==> config.mk <==
export PLATFORM = sky130hd
export DESIGN_NAME = gpp_boot_loader
export DESIGN_NICKNAME = d
export VERILOG_FILES = /design/src/rtl/gpp_boot_loader_pkg.sv /design/src/rtl/gpp_sat_counter.sv /design/src/rtl/gpp_boot_loader.sv
export SDC_FILE = /design/constraint.sdc
export NUM_CORES = 1
export LEC_CHECK = 0
export CORE_ASPECT_RATIO = 2
export CORE_MARGIN = 1
export CORE_UTILIZATION = 43
export CTS_CLUSTER_DIAMETER = 60
export DETAILED_ROUTE_END_ITERATION = 8
export PLACE_DENSITY = 0.78
export SYNTH_ARGS = -nofsm -noshare
export SYNTH_HDL_FRONTEND = slang
export SYNTH_HIERARCHICAL = 1
export SYNTH_SLANG_ARGS = --single-unit
export TNS_END_PERCENT = 10
==> constraint.sdc <==
create_clock -name Clk -period 3.1 [get_ports Clk]
set_input_delay 0.31 -clock Clk [delete_from_list [all_inputs] [get_ports Clk]]
set_output_delay 0.31 -clock Clk [all_outputs]
set_load 0.05 [all_outputs]
==> src/rtl/gpp_boot_loader_pkg.sv <==
// gpp_boot_loader_pkg
//   Shared definitions for the GPP boot loader.
//   - state_e   : loader FSM encoding. S_VERIFY exists only in builds with
//                 GPP_BOOT_LOADER_VERIFY_EN defined; the encoding is fixed so
//                 debug tooling sees the same values in every build.
//   - STATE_W   : width of the exported debug state.
//   - is_busy() : Busy decode shared by RTL and bench.
package gpp_boot_loader_pkg;

  localparam int STATE_W = 3;

  typedef enum logic [STATE_W-1:0] {
    S_IDLE   = 3'd0,
    S_MEMRST = 3'd1,
    S_LOAD   = 3'd2,
    S_GAP    = 3'd3,
    S_VERIFY = 3'd4,
    S_CPURST = 3'd5,
    S_RUN    = 3'd6,
    S_DONE   = 3'd7
  } state_e;

  // Busy is everything except the two resting states.
  function automatic logic is_busy(input state_e s);
    return !((s == S_IDLE) || (s == S_DONE));
  endfunction

endpackage

==> src/rtl/gpp_sat_counter.sv <==
// gpp_sat_counter
//   Saturating up-counter used for the GPP run-cycle measurement.
//   Ports:
//     clk  : clock
//     rst  : synchronous active-high reset (count -> 0)
//     clr  : synchronous clear, has priority over en
//     en   : count enable; the count sticks at all-ones once reached
//     cnt  : registered count value
module gpp_sat_counter #(
  parameter int WIDTH = 32
) (
  input  logic             clk,
  input  logic             rst,
  input  logic             clr,
  input  logic             en,
  output logic [WIDTH-1:0] cnt
);

  logic [WIDTH-1:0] cnt_q;
  logic [WIDTH-1:0] cnt_d;

  always_comb begin
    cnt_d = cnt_q;
    if (clr) begin
      cnt_d = '0;
    end else if (en && (cnt_q != {WIDTH{1'b1}})) begin
      cnt_d = cnt_q + WIDTH'(1);
    end
  end

  always_ff @(posedge clk) begin
    if (rst) begin
      cnt_q <= '0;
    end else begin
      cnt_q <= cnt_d;
    end
  end

  assign cnt = cnt_q;

endmodule

==> src/rtl/gpp_boot_loader.sv <==
// gpp_boot_loader
//   Loads a program image from a valid/ready word stream into the GPP
//   instruction SRAM, then resets and starts the GPP, waits for Done and
//   reports the run length.
//
//   Optional feature macro: GPP_BOOT_LOADER_VERIFY_EN
//     When defined, the loader XORs every written word into a checksum, reads
//     the whole image back (S_VERIFY) and only boots the GPP if the read-back
//     checksum matches; otherwise it raises Verify_Err and stops in S_DONE.
//
//   Ports:
//     Clk, Rst          : clock, synchronous active-high reset
//     Go                : start/restart request (honoured in S_IDLE/S_DONE)
//     Img_Valid/Img_Data/Img_Ready : image word stream (see handshake below)
//     Rst_M, Addr, Data_I, En, RW  : SRAM load port to GPP_TOP (RW 1 = write)
//     Data_O            : SRAM read data (read-back verification only)
//     Gpp_Rst, Gpp_Str, Gpp_Done   : GPP core control
//     Busy              : not in S_IDLE/S_DONE
//     Finished          : sticky run (or failed verify) complete
//     Run_Cycles        : S_RUN cycles up to and including the Done cycle
//     Verify_Err        : (feature builds) sticky checksum mismatch
//     Dbg_State         : current FSM state for debug/checkers
//
//   Handshake: a word transfers on every rising Clk edge where Img_Valid and
//   Img_Ready are both high. Img_Ready depends only on loader state, never on
//   Img_Valid. The producer must hold Img_Data stable while Img_Valid is high
//   and Img_Ready is low.
//
//   All outputs come straight from flops; each *_d value is computed for the
//   state being entered, so an output belongs to the state it is seen in.
module gpp_boot_loader
  import gpp_boot_loader_pkg::*;
#(
  parameter int D_WIDTH   = 32,
  parameter int SA_WIDTH  = 5,
  parameter int NUM_WORDS = 32,
  parameter int CNT_WIDTH = 32
) (
  input  logic                 Clk,
  input  logic                 Rst,
  input  logic                 Go,
  input  logic                 Img_Valid,
  input  logic [D_WIDTH-1:0]   Img_Data,
  output logic                 Img_Ready,
  output logic                 Rst_M,
  output logic [SA_WIDTH-1:0]  Addr,
  output logic [D_WIDTH-1:0]   Data_I,
  input  logic [D_WIDTH-1:0]   Data_O,
  output logic                 En,
  output logic                 RW,
  output logic                 Gpp_Rst,
  output logic                 Gpp_Str,
  input  logic                 Gpp_Done,
  output logic                 Busy,
  output logic                 Finished,
  output logic [CNT_WIDTH-1:0] Run_Cycles,
`ifdef GPP_BOOT_LOADER_VERIFY_EN
  output logic                 Verify_Err,
`endif
  output logic [STATE_W-1:0]   Dbg_State
);

  // One extra bit so the word index can reach NUM_WORDS when
  // NUM_WORDS == 2**SA_WIDTH.
  localparam int K_W = SA_WIDTH + 1;

  state_e               state_q, state_d;
  logic [K_W-1:0]       k_q, k_d;
  logic                 last_q, last_d;       // final word accepted, write pending
  logic                 img_ready_q, img_ready_d;
  logic                 rst_m_q, rst_m_d;
  logic [SA_WIDTH-1:0]  addr_q, addr_d;
  logic [D_WIDTH-1:0]   data_q, data_d;
  logic                 en_q, en_d;
  logic                 rw_q, rw_d;
  logic                 gpp_rst_q, gpp_rst_d;
  logic                 gpp_str_q, gpp_str_d;
  logic                 busy_q, busy_d;
  logic                 finished_q, finished_d;

  logic                 accept;
  logic                 cnt_clr;
  logic                 cnt_en;
  logic [CNT_WIDTH-1:0] run_cycles;

`ifdef GPP_BOOT_LOADER_VERIFY_EN
  logic [D_WIDTH-1:0]   chk_q, chk_d;         // XOR of written words
  logic [D_WIDTH-1:0]   vchk_q, vchk_d;       // XOR of read-back words
  logic [K_W-1:0]       rcv_q, rcv_d;         // read-back words received
  logic                 rd_pend_q, rd_pend_d; // Data_O carries a read this cycle
  logic                 verify_err_q, verify_err_d;
`else
  logic                 unused_data_o;
  assign unused_data_o = ^Data_O;
`endif

  assign accept = Img_Valid && img_ready_q;

  always_comb begin
    state_d     = state_q;
    k_d         = k_q;
    last_d      = last_q;
    rst_m_d     = 1'b0;
    addr_d      = addr_q;
    data_d      = data_q;
    en_d        = 1'b0;
    rw_d        = 1'b0;
    gpp_rst_d   = 1'b0;
    gpp_str_d   = 1'b0;
    finished_d  = finished_q;
    cnt_clr     = 1'b0;
    cnt_en      = 1'b0;
`ifdef GPP_BOOT_LOADER_VERIFY_EN
    chk_d        = chk_q;
    vchk_d       = vchk_q;
    rcv_d        = rcv_q;
    rd_pend_d    = 1'b0;
    verify_err_d = verify_err_q;
`endif

    case (state_q)
      S_IDLE, S_DONE: begin
        if (Go) begin
          state_d    = S_MEMRST;
          rst_m_d    = 1'b1;
          finished_d = 1'b0;
          cnt_clr    = 1'b1;
`ifdef GPP_BOOT_LOADER_VERIFY_EN
          verify_err_d = 1'b0;
`endif
        end
      end

      S_MEMRST: begin
        state_d = S_LOAD;
        k_d     = '0;
        last_d  = 1'b0;
`ifdef GPP_BOOT_LOADER_VERIFY_EN
        chk_d   = '0;
`endif
      end

      S_LOAD: begin
        if (last_q) begin
          // The final write is on the port this cycle; nothing else to take.
          state_d = S_GAP;
        end else if (accept) begin
          en_d   = 1'b1;
          rw_d   = 1'b1;
          addr_d = k_q[SA_WIDTH-1:0];
          data_d = Img_Data;
          k_d    = k_q + K_W'(1);
          if (k_q == K_W'(NUM_WORDS - 1)) begin
            last_d = 1'b1;
          end
`ifdef GPP_BOOT_LOADER_VERIFY_EN
          chk_d = chk_q ^ Img_Data;
`endif
        end
      end

      S_GAP: begin
`ifdef GPP_BOOT_LOADER_VERIFY_EN
        // First read (address 0) goes out on entry to S_VERIFY.
        state_d = S_VERIFY;
        en_d    = 1'b1;
        rw_d    = 1'b0;
        addr_d  = '0;
        k_d     = K_W'(1);
        rcv_d   = '0;
        vchk_d  = '0;
`else
        state_d   = S_CPURST;
        gpp_rst_d = 1'b1;
`endif
      end

`ifdef GPP_BOOT_LOADER_VERIFY_EN
      S_VERIFY: begin
        if (k_q < K_W'(NUM_WORDS)) begin
          en_d   = 1'b1;
          rw_d   = 1'b0;
          addr_d = k_q[SA_WIDTH-1:0];
          k_d    = k_q + K_W'(1);
        end
        // A read on the port now returns data on Data_O next cycle.
        rd_pend_d = en_q && !rw_q;
        if (rd_pend_q) begin
          vchk_d = vchk_q ^ Data_O;
          rcv_d  = rcv_q + K_W'(1);
          if (rcv_q == K_W'(NUM_WORDS - 1)) begin
            if ((vchk_q ^ Data_O) == chk_q) begin
              state_d   = S_CPURST;
              gpp_rst_d = 1'b1;
            end else begin
              state_d      = S_DONE;
              verify_err_d = 1'b1;
              finished_d   = 1'b1;
            end
          end
        end
      end
`endif

      S_CPURST: begin
        state_d   = S_RUN;
        gpp_str_d = 1'b1;
      end

      S_RUN: begin
        // The Done cycle itself is counted, so Done on the first run cycle
        // reports 1.
        cnt_en = 1'b1;
        if (Gpp_Done) begin
          state_d    = S_DONE;
          finished_d = 1'b1;
        end else begin
          gpp_str_d = 1'b1;
        end
      end

      default: begin
        state_d = S_IDLE;
      end
    endcase

    img_ready_d = (state_d == S_LOAD) && !last_d;
    busy_d      = is_busy(state_d);
  end

  always_ff @(posedge Clk) begin
    if (Rst) begin
      state_q     <= S_IDLE;
      k_q         <= '0;
      last_q      <= 1'b0;
      img_ready_q <= 1'b0;
      rst_m_q     <= 1'b0;
      addr_q      <= '0;
      data_q      <= '0;
      en_q        <= 1'b0;
      rw_q        <= 1'b0;
      gpp_rst_q   <= 1'b0;
      gpp_str_q   <= 1'b0;
      busy_q      <= 1'b0;
      finished_q  <= 1'b0;
`ifdef GPP_BOOT_LOADER_VERIFY_EN
      chk_q        <= '0;
      vchk_q       <= '0;
      rcv_q        <= '0;
      rd_pend_q    <= 1'b0;
      verify_err_q <= 1'b0;
`endif
    end else begin
      state_q     <= state_d;
      k_q         <= k_d;
      last_q      <= last_d;
      img_ready_q <= img_ready_d;
      rst_m_q     <= rst_m_d;
      addr_q      <= addr_d;
      data_q      <= data_d;
      en_q        <= en_d;
      rw_q        <= rw_d;
      gpp_rst_q   <= gpp_rst_d;
      gpp_str_q   <= gpp_str_d;
      busy_q      <= busy_d;
      finished_q  <= finished_d;
`ifdef GPP_BOOT_LOADER_VERIFY_EN
      chk_q        <= chk_d;
      vchk_q       <= vchk_d;
      rcv_q        <= rcv_d;
      rd_pend_q    <= rd_pend_d;
      verify_err_q <= verify_err_d;
`endif
    end
  end

  gpp_sat_counter #(
    .WIDTH (CNT_WIDTH)
  ) u_run_cnt (
    .clk (Clk),
    .rst (Rst),
    .clr (cnt_clr),
    .en  (cnt_en),
    .cnt (run_cycles)
  );

  assign Img_Ready  = img_ready_q;
  assign Rst_M      = rst_m_q;
  assign Addr       = addr_q;
  assign Data_I     = data_q;
  assign En         = en_q;
  assign RW         = rw_q;
  assign Gpp_Rst    = gpp_rst_q;
  assign Gpp_Str    = gpp_str_q;
  assign Busy       = busy_q;
  assign Finished   = finished_q;
  assign Run_Cycles = run_cycles;
  assign Dbg_State  = state_q;
`ifdef GPP_BOOT_LOADER_VERIFY_EN
  assign Verify_Err = verify_err_q;
`endif

endmodule

Word-level counts from Yosys, hierarchy flattened
Cells that the tools add are included.
{ "classes": {"addsub": 2, "n_eq_ne": 14, "n_mux": 21, "bitwise": 2, "n_reduce_logical": 16} }
{ "ops": {"columns": ["op", "count"], "rows": [
  ["$add A32 B1 Y32 const B", 1],
  ["$ne A32 B32 Y1 const B", 1],
  ["$pmux W3 S6", 1],
  ["$eq A3 B3 Y1 const B", 4],
  ["$mux W6", 2],
  ["$pmux W6 S2", 1],
  ["$mux W1", 11],
  ["$eq A3 B2 Y1 const B", 3],
  ["$mux W3", 3],
  ["$reduce_and A3 Y1", 3],
  ["$ne A2 B2 Y1 const B", 4],
  ["$add A6 B1 Y6 const B", 1],
  ["$eq A6 B5 Y1 const B", 1],
  ["$logic_not A3 Y1", 2],
  ["$pmux W1 S2", 3],
  ["$reduce_bool A2 Y1", 2],
  ["$reduce_or A2 Y1", 2],
  ["$eq A3 B1 Y1 const B", 1],
  ["$logic_and A1 B1 Y1", 3],
  ["$reduce_or A3 Y1", 1],
  ["$logic_not A1 Y1", 2],
  ["$not A1 Y1", 2],
  ["$logic_or A1 B1 Y1", 1]
]} }
{ "word_totals": {"register_bits": 86, "inputBits": 69} }

Logic depth before layout (Yosys ltp)
Gate-level depths: netlist of run 1.
{ "depth": {"ltp_word": 7, "depth_mapped": 9, "ltp_nobuf": 7} }

Cells and area by module
Netlist of run 1, hierarchy kept.
{ "by_module_without_submodules": {"columns": ["mod", "instances", "cells_each", "area_per_inst_um2", "seq_area_each_um2"], "rows": [
  ["gpp_boot_loader", 1, 246, 2028.2, 1081.0],
  ["gpp_sat_counter", 1, 198, 1620.3, 640.6]
]} }

Worst setup path before layout of run 1
OpenSTA, ideal clock, no wires.
{ "synth_path": {"path_kind": "flip-flop to flip-flop", "startpoint": "register state_q[1] (netlist: Dbg_State[1])", "endpoint": "register u_run_cnt.cnt_q[26] (netlist: u_run_cnt/cnt[26])", "setup_time_ns": 0.070, "arrival_time_ns": 2.832, "required_ns": 3.030, "slack_ns": 0.197, "stages_incl_launch_ff": 9, "n_path_buf": 1, "period_less_slack_ns": 2.903, "cell_sequence": "dfxtp_1 -> clkbuf_1 -> nand2_1 -> nor2_1 -> nand4_1 -> or4_4 -> or4_4 -> or3_1 -> a21oi_1"} }
{ "synth_between": {"elab_cells_between_ends": 8, "cone_classes": "eq/ne (2); mux (2); reduce/logical (4)"} }
{ "synth_lines": {"columns": ["item", "line_no", "text"], "rows": [
  ["start, declared", "gpp_boot_loader.sv:67", "state_e state_q, state_d;"],
  ["start signal, assigned", "gpp_boot_loader.sv:254", "state_q <= state_d;"],
  ["$eq A3 B3 Y1", "gpp_boot_loader.sv:121", "case (state_q)"],
  ["$mux W1", "gpp_boot_loader.sv:121", null],
  ["named net cnt_en", "gpp_boot_loader.sv:83", "logic cnt_en;"],
  ["$logic_and A1 B1 Y1", "gpp_sat_counter.sv:26", "end else if (en && (cnt_q != {WIDTH{1'b1}})) begin"],
  ["end signal, assigned", "gpp_sat_counter.sv:35", "cnt_q <= cnt_d;"],
  ["end, declared", "gpp_sat_counter.sv:19", "logic [WIDTH-1:0] cnt_q;"]
]} }
The timed path passes the listed nets, and every way through them passes these cells.
A chain may end at the register's enable or synchronous reset.

Worst setup path after layout of run 1
{ "layout_path": {"startpoint": "register state_q[2] (netlist: Dbg_State[2])", "endpoint": "register u_run_cnt.cnt_q[26] (netlist: u_run_cnt/cnt[26])"} }
Same word-level chain as after synthesis.

==> results.yml, run 1 <==
yosys:
  yosysWarningCount: 6
  syn_nets: 515
  synth.distinct_cells: 55
  synthFlopType: "dfxtp_1"
  synth-edff-count: 0
  synthesis.area_um2: 3650
  synthArstFlopShare: 0
  avgSynthCellArea_um2: 8.22
  ys_ff_latch: 86
  ys_seq_area_frac: 0.472
  syn_inst: 444
timing:
  finalCritPeriodShare: 0.807
  fmax_mhz: 400
  setup_ws_ns: 0.598
  finalCriticalPeriod_ns: 2.50
  max_slew_margin: 0.500
  maxSlewViolCount: 0
  skew_ns: 0.00305
  worstMarginPinSlew_ns: 0.747
  setup_viol: 0
  hold_viol: 0
  rsz0062_at_grt: "no"
  finalSetupTns_ns: 0
setup_path:
  crit_type: "flip-flop to flip-flop"
  critical_path.max_fanout: 15
  worstPathRequired_ns: 3.37
  startpoint_type: "flip-flop"
  worstSetupEndpointType: "flip-flop"
  crit_path_frequent_cell: "or4_4"
  arrival_ns: 2.77
  worstPathCellList: "nand2_1, nor2_1, nand4_1, or4_4, or4_4, or3_1, a21oi_1"
  slowest_stage: "dfxtp_1"
  max_stage_delay_ns: 0.61
cells_and_area:
  multi_input_area_um2: 1790
  fillCellCount: 711
  post-route-util: 0.632
  final_cell_mix: "clkdlybuf4s50_1 (115), nand2_1 (96), dfxtp_1 (86)"
  final_layout_size_suffix_gt1_frac: 0.0576
  seqCellArea_um2: 1720
  fin_nets: 623
  diodes: 0
  synthToLayoutAreaGrowth_pct: 42.7
  final_common_cell: "clkdlybuf4s50_1"
die:
  coreArea_um2: 8230
  start_util: 0.443
  pin_count: 149
  fp.dieArea_um2: 8880
  die_y_um: 132
  placementRows: 47
  die_w_um: 67.1
grt:
  grt_antenna_before_repair: 0
  grt_start_max_net_pins: 52
  grt_pass1_wl_um: 16200
  grt_util_all_layers: 0.237
  grt_pass1_vias: 3537
  grt_overflow: 0
power_and_ir_drop:
  combPwrFrac: 0.067
  switching_power_mw: 0.524
  power_leakage_nw: 1.74
  power_density_nw_per_um2: 484
  power_mw: 2.52
  internal-power_mw: 1.99
  p_clk_frac: 0.487
  pwr-share-seq: 0.446
  sw_frac_of_total: 0.208
  vdd_ir_drop_max_mv: 0.451
clock_tree:
  holdBufCountCts: 0
  cts_root_buffer: "clkbuf_16"
  cts_tree: "built"
  path_clk_slew_ns: 0.06
  cts_inserted_buffers: 9
  h-tree-depth: 3
  clk_latency_ns: 0.34
  post_cts_resized: 0
  cts_sinks: 86
  clockBufferDepth: 2
  cts_setup_buffers: 0
flow_run:
  drv_cap: 0
detailed_routing:
  vias_per_cell: 5.54
  drc: 0
  ant_nets: 0
  num_vias: 3623
  drt-initial-drc-count: 231
  dr.pass1.iters: 4
  drt_wl_total_um: 9940
  wire_per_inst_um: 15.2
placed_design:
  io_buffers: 116
  gp_congestion: 0.865
  post-place-ws_ns: 0.622
  dp_hpwl_um: 7130
outcome:
  status: "finished clean"
hold_path:
  hold_class: "input port to flip-flop"
-- stage by stage --
| step | area [um^2] | cells | hold WS [ns] |
|---|---|---|---|
| after floorplan | 3650 | 444 | 0.424 |
| after global placement | 4870 | 639 | 0.441 |
| after detailed placement | 4870 | 639 | 0.449 |
| after CTS | 5210 | 654 | 0.426 |
| after global routing | 5210 | 654 | 0.458 |
| final | 5210 | 654 | 0.434 |
-- routing by layer --
metal	part of all wire	track usage	up-vias
li1	-	-	1785
met1	0.37	0.232	1691
met2	0.55	0.432	121
met3	0.055	0.0623	26
met4	0.028	0.118	0
met5	0	0	-
-- worst max-delay path, delay by kind of cell (launching register included) --
family,cells,cell delay (ns)
simple gates,6,1.68
flops,1,0.61
compound gates,1,0.14
-- power by group through the flow --
stage | registers [mW] | logic (mW) | clock network, mW
final | 1.12 | 0.170 | 1.23
after global routing | 1.12 | 0.182 | 1.29
after CTS | 1.12 | 0.171 | 1.24
after global placement | 1.15 | 0.168 | 0
after floorplan | 1.18 | 0.0624 | 0
after detailed placement | 1.15 | 0.170 | 0
-- cell type report --
class,instances,area share
timing repair buffer,124,0.234
multi-input combinational,325,0.343
tap,98,0.0236
inverter,6,0.00433
clock inverter,4,0.0183
sequential,86,0.331
clock buffer,11,0.0466
-- flip-flops by register name, indices dropped and copies added, names as in the netlist, 3 cells and up --
register / flops
k_q: 6
Dbg_State: 3
u_run_cnt/cnt: 32
Data_I: 32
Addr: 5
-- logic make-up after synthesis --
group                      synth area share
AOI/OAI and AO/OA                     0.180
xor gates and xnor gates             0.0240
adders and majority gates           0.00686
buffers and inverters                0.0388
DFF                                   0.472
muxes                               0.00583
and+or+nand+nor                       0.272
-- synthesized netlist by cell type (all sizes together), types with 2 or more instances --
cell type	n	share of area
a41o	3	0.0082
nor3b	2	0.0055
inv	6	0.0062
nor2	29	0.030
nand2b	2	0.0034
a211oi	3	0.0062
nor4	4	0.0069
o21ai	18	0.025
clkbuf	17	0.017
a21oi	57	0.078
and3	4	0.0069
a31oi	4	0.0069
nand2	96	0.099
xnor2	6	0.014
and3b	2	0.0048
or4	7	0.016
o31ai	4	0.0082
ha	2	0.0069
o311ai	3	0.0072
or3	17	0.031
nor3	6	0.0082
nand3	16	0.022
a32oi	2	0.0048
xor2	4	0.0096
a22oi	2	0.0041
o211ai	3	0.0062
nand4	10	0.021
dfxtp	86	0.47
buf	10	0.015
-- final timing paths --
path | from | end | slack (ns) | cells after the start
worst max-delay path | Dbg_State[2] | u_run_cnt/cnt[26] | 0.60 | 7
worst min-delay path | Rst | u_run_cnt/cnt[6] | 0.43 | 3
worst max register to register | Dbg_State[2] | u_run_cnt/cnt[26] | 0.60 | 7
worst min register to register | Data_I[4] | Data_I[4] | 0.46 | 2
Power figures use the tool's default switching activity.
==> inputs of run 2 (changes only) <==
- clock period: 3.1 -> 2.41 ns (I/O delays scaled with it)
==> run 2 against run 1 <==
Register-to-register slack lost 0.50 ns; via count grew 0.61%; routed wire length shrank 0.15%; fmax grew 8.3%; first-iteration DRC count shrank 8.7%; combinational power grew 31%; clock skew grew 0.0022 ns; non-clock buffer count grew 10; power grew 21%; sequential power grew 29%; critical path type unchanged.
==> results.yml, run 2 (synthesis results as in run 1) <==
outcome:
  status: "finished clean"
setup_path:
  slowest_stage: "or4_1"
  crit_type: "flip-flop to flip-flop"
  worstPathRequired_ns: 2.67
  worstPathCellList: "nand4_1, or4_1, o31ai_1, buf_4, o21ai_0, a21oi_1"
  max_stage_delay_ns: 0.72
  arrival_ns: 2.57
  reg2reg_slack_ns: 0.10
  startpoint_type: "flip-flop"
  reg2reg_from: "u_run_cnt/cnt[11]"
  critical_path.max_fanout: 11
  r2r-end: "u_run_cnt/cnt[11]"
  worstRegToRegCells: 6
  worstSetupEndpointType: "flip-flop"
timing:
  fmax_mhz: 433
  finalSetupTns_ns: 0
  maxSlewViolCount: 0
  setup_ws_ns: 0.101
  rsz0062_at_grt: "yes"
  finalCritPeriodShare: 0.958
  setup_viol: 0
  hold_viol: 0
  worstMarginPinSlew_ns: 0.534
  holdWs_ns: 0.299
  finalCriticalPeriod_ns: 2.31
  max_slew_margin: 0.643
  skew_ns: 0.00525
clock_tree:
  cts_setup_buffers: 0
  holdBufCountCts: 0
  cts_inserted_buffers: 9
  clockBufferDepth: 2
  cts_root_buffer: "clkbuf_16"
  path_clk_slew_ns: 0.06
  post_cts_resized: 0
  cts_tree: "built"
  clk_latency_ns: 0.34
  h-tree-depth: 3
  cts_sinks: 86
cells_and_area:
  multi_input_area_um2: 1810
  fillCellCount: 727
  post_layout_nonfiller_instances: 665
  final_layout_size_suffix_gt1_frac: 0.101
  fin_nets: 633
  final_common_cell: "clkdlybuf4s50_1"
  diodes: 0
  final_cell_mix: "clkdlybuf4s50_1 (115), nand2_1 (96), dfxtp_1 (75)"
  synthToLayoutAreaGrowth_pct: 45.1
  seqCellArea_um2: 1740
  fin_area_um2: 5300
detailed_routing:
  drt-initial-drc-count: 211
  ant_nets: 0
  num_vias: 3645
  dr.pass1.iters: 4
  wire_per_inst_um: 14.9
  vias_per_cell: 5.48
  drc: 0
  drt_wl_total_um: 9920
placed_design:
  dpl-instance-area_um2: 4980
  gp_congestion: 0.851
  placed_cells: 649
  post-place-ws_ns: 0.180
  dp_hpwl_um: 7390
  io_buffers: 116
die:
  die_y_um: 132
  placementRows: 47
  die_w_um: 67.1
  coreArea_um2: 8230
  pin_count: 149
  start_util: 0.443
  fp.dieArea_um2: 8880
power_and_ir_drop:
  combPwrFrac: 0.073
  sw_frac_of_total: 0.230
  internal-power_mw: 2.34
  power_density_nw_per_um2: 573
  pwr-share-seq: 0.476
  p_clk_frac: 0.450
  power_leakage_nw: 1.77
  vdd_ir_drop_max_mv: 0.550
  switching_power_mw: 0.697
grt:
  grt_pass1_vias: 3593
  grt_pass1_wl_um: 16300
  grt_overflow: 0
  grt_antenna_before_repair: 0
  grt_start_max_net_pins: 53
  grt_util_all_layers: 0.238
hold_path:
  holdPathEnd: "u_run_cnt/cnt[3]"
  hold_class: "input port to flip-flop"
  min_from: "Rst"
  hold-path-cell-count: 3
flow_run:
  drv_cap: 0
==> run 2: power by group through the flow <==
stage / clock network [mW] / logic [mW] / registers [mW]
after floorplan: 0 / 0.0814 / 1.51
after global placement: 0 / 0.220 / 1.48
after detailed placement: 0 / 0.222 / 1.48
after CTS: 1.41 / 0.222 / 1.45
after global routing: 1.47 / 0.237 / 1.45
final: 1.37 / 0.223 / 1.45
==> run 2: per-stage QoR <==
step / power [mW] / util
finish: 3.04 / 0.643
global placement: 1.70 / 0.605
CTS: 3.08 / 0.641
detailed placement: 1.70 / 0.605
global route: 3.15 / 0.643
floorplan: 1.59 / -
==> run 2: cell type report <==
| class | count | share of cell area |
|---|---|---|
| Multi-Input combinational cell | 325 | 0.342 |
| Sequential cell | 86 | 0.329 |
| Timing Repair Buffer | 134 | 0.246 |
| Clock buffer | 9 | 0.0425 |
| Tap cell | 98 | 0.0232 |
| Clock inverter | 7 | 0.0135 |
| Inverter | 6 | 0.00425 |
==> run 2: critical path, delay by kind of cell (launching register included) <==
kind / cells / cell delay, ns
simple gates: 2 / 0.97
flops: 1 / 0.44
buf+inv: 1 / 0.22
compound gates: 3 / 0.60
==> run 2: worst max-delay path by stage <==
stage / start / endpoint / cells after the start
6_report: u_run_cnt/cnt[11] / u_run_cnt/cnt[11] / 6
5_1_grt: Dbg_State[2] / u_run_cnt/cnt[27] / 8
4_1_cts: u_run_cnt/cnt[11] / u_run_cnt/cnt[13] / 6
3_5_place_dp: u_run_cnt/cnt[11] / u_run_cnt/cnt[6] / 6
3_3_place_gp: Dbg_State[2] / u_run_cnt/cnt[26] / 7
2_1_floorplan: u_run_cnt/cnt[8] / u_run_cnt/cnt[6] / 8
==> run 2: per-layer routing <==
| layer | global-route usage | share of wire | up-vias |
|---|---|---|---|
| met5 | 0 | 0 | - |
| met4 | 0.134 | 0.031 | 0 |
| met3 | 0.0718 | 0.057 | 26 |
| met2 | 0.422 | 0.56 | 121 |
| met1 | 0.230 | 0.35 | 1692 |
| li1 | - | - | 1806 |
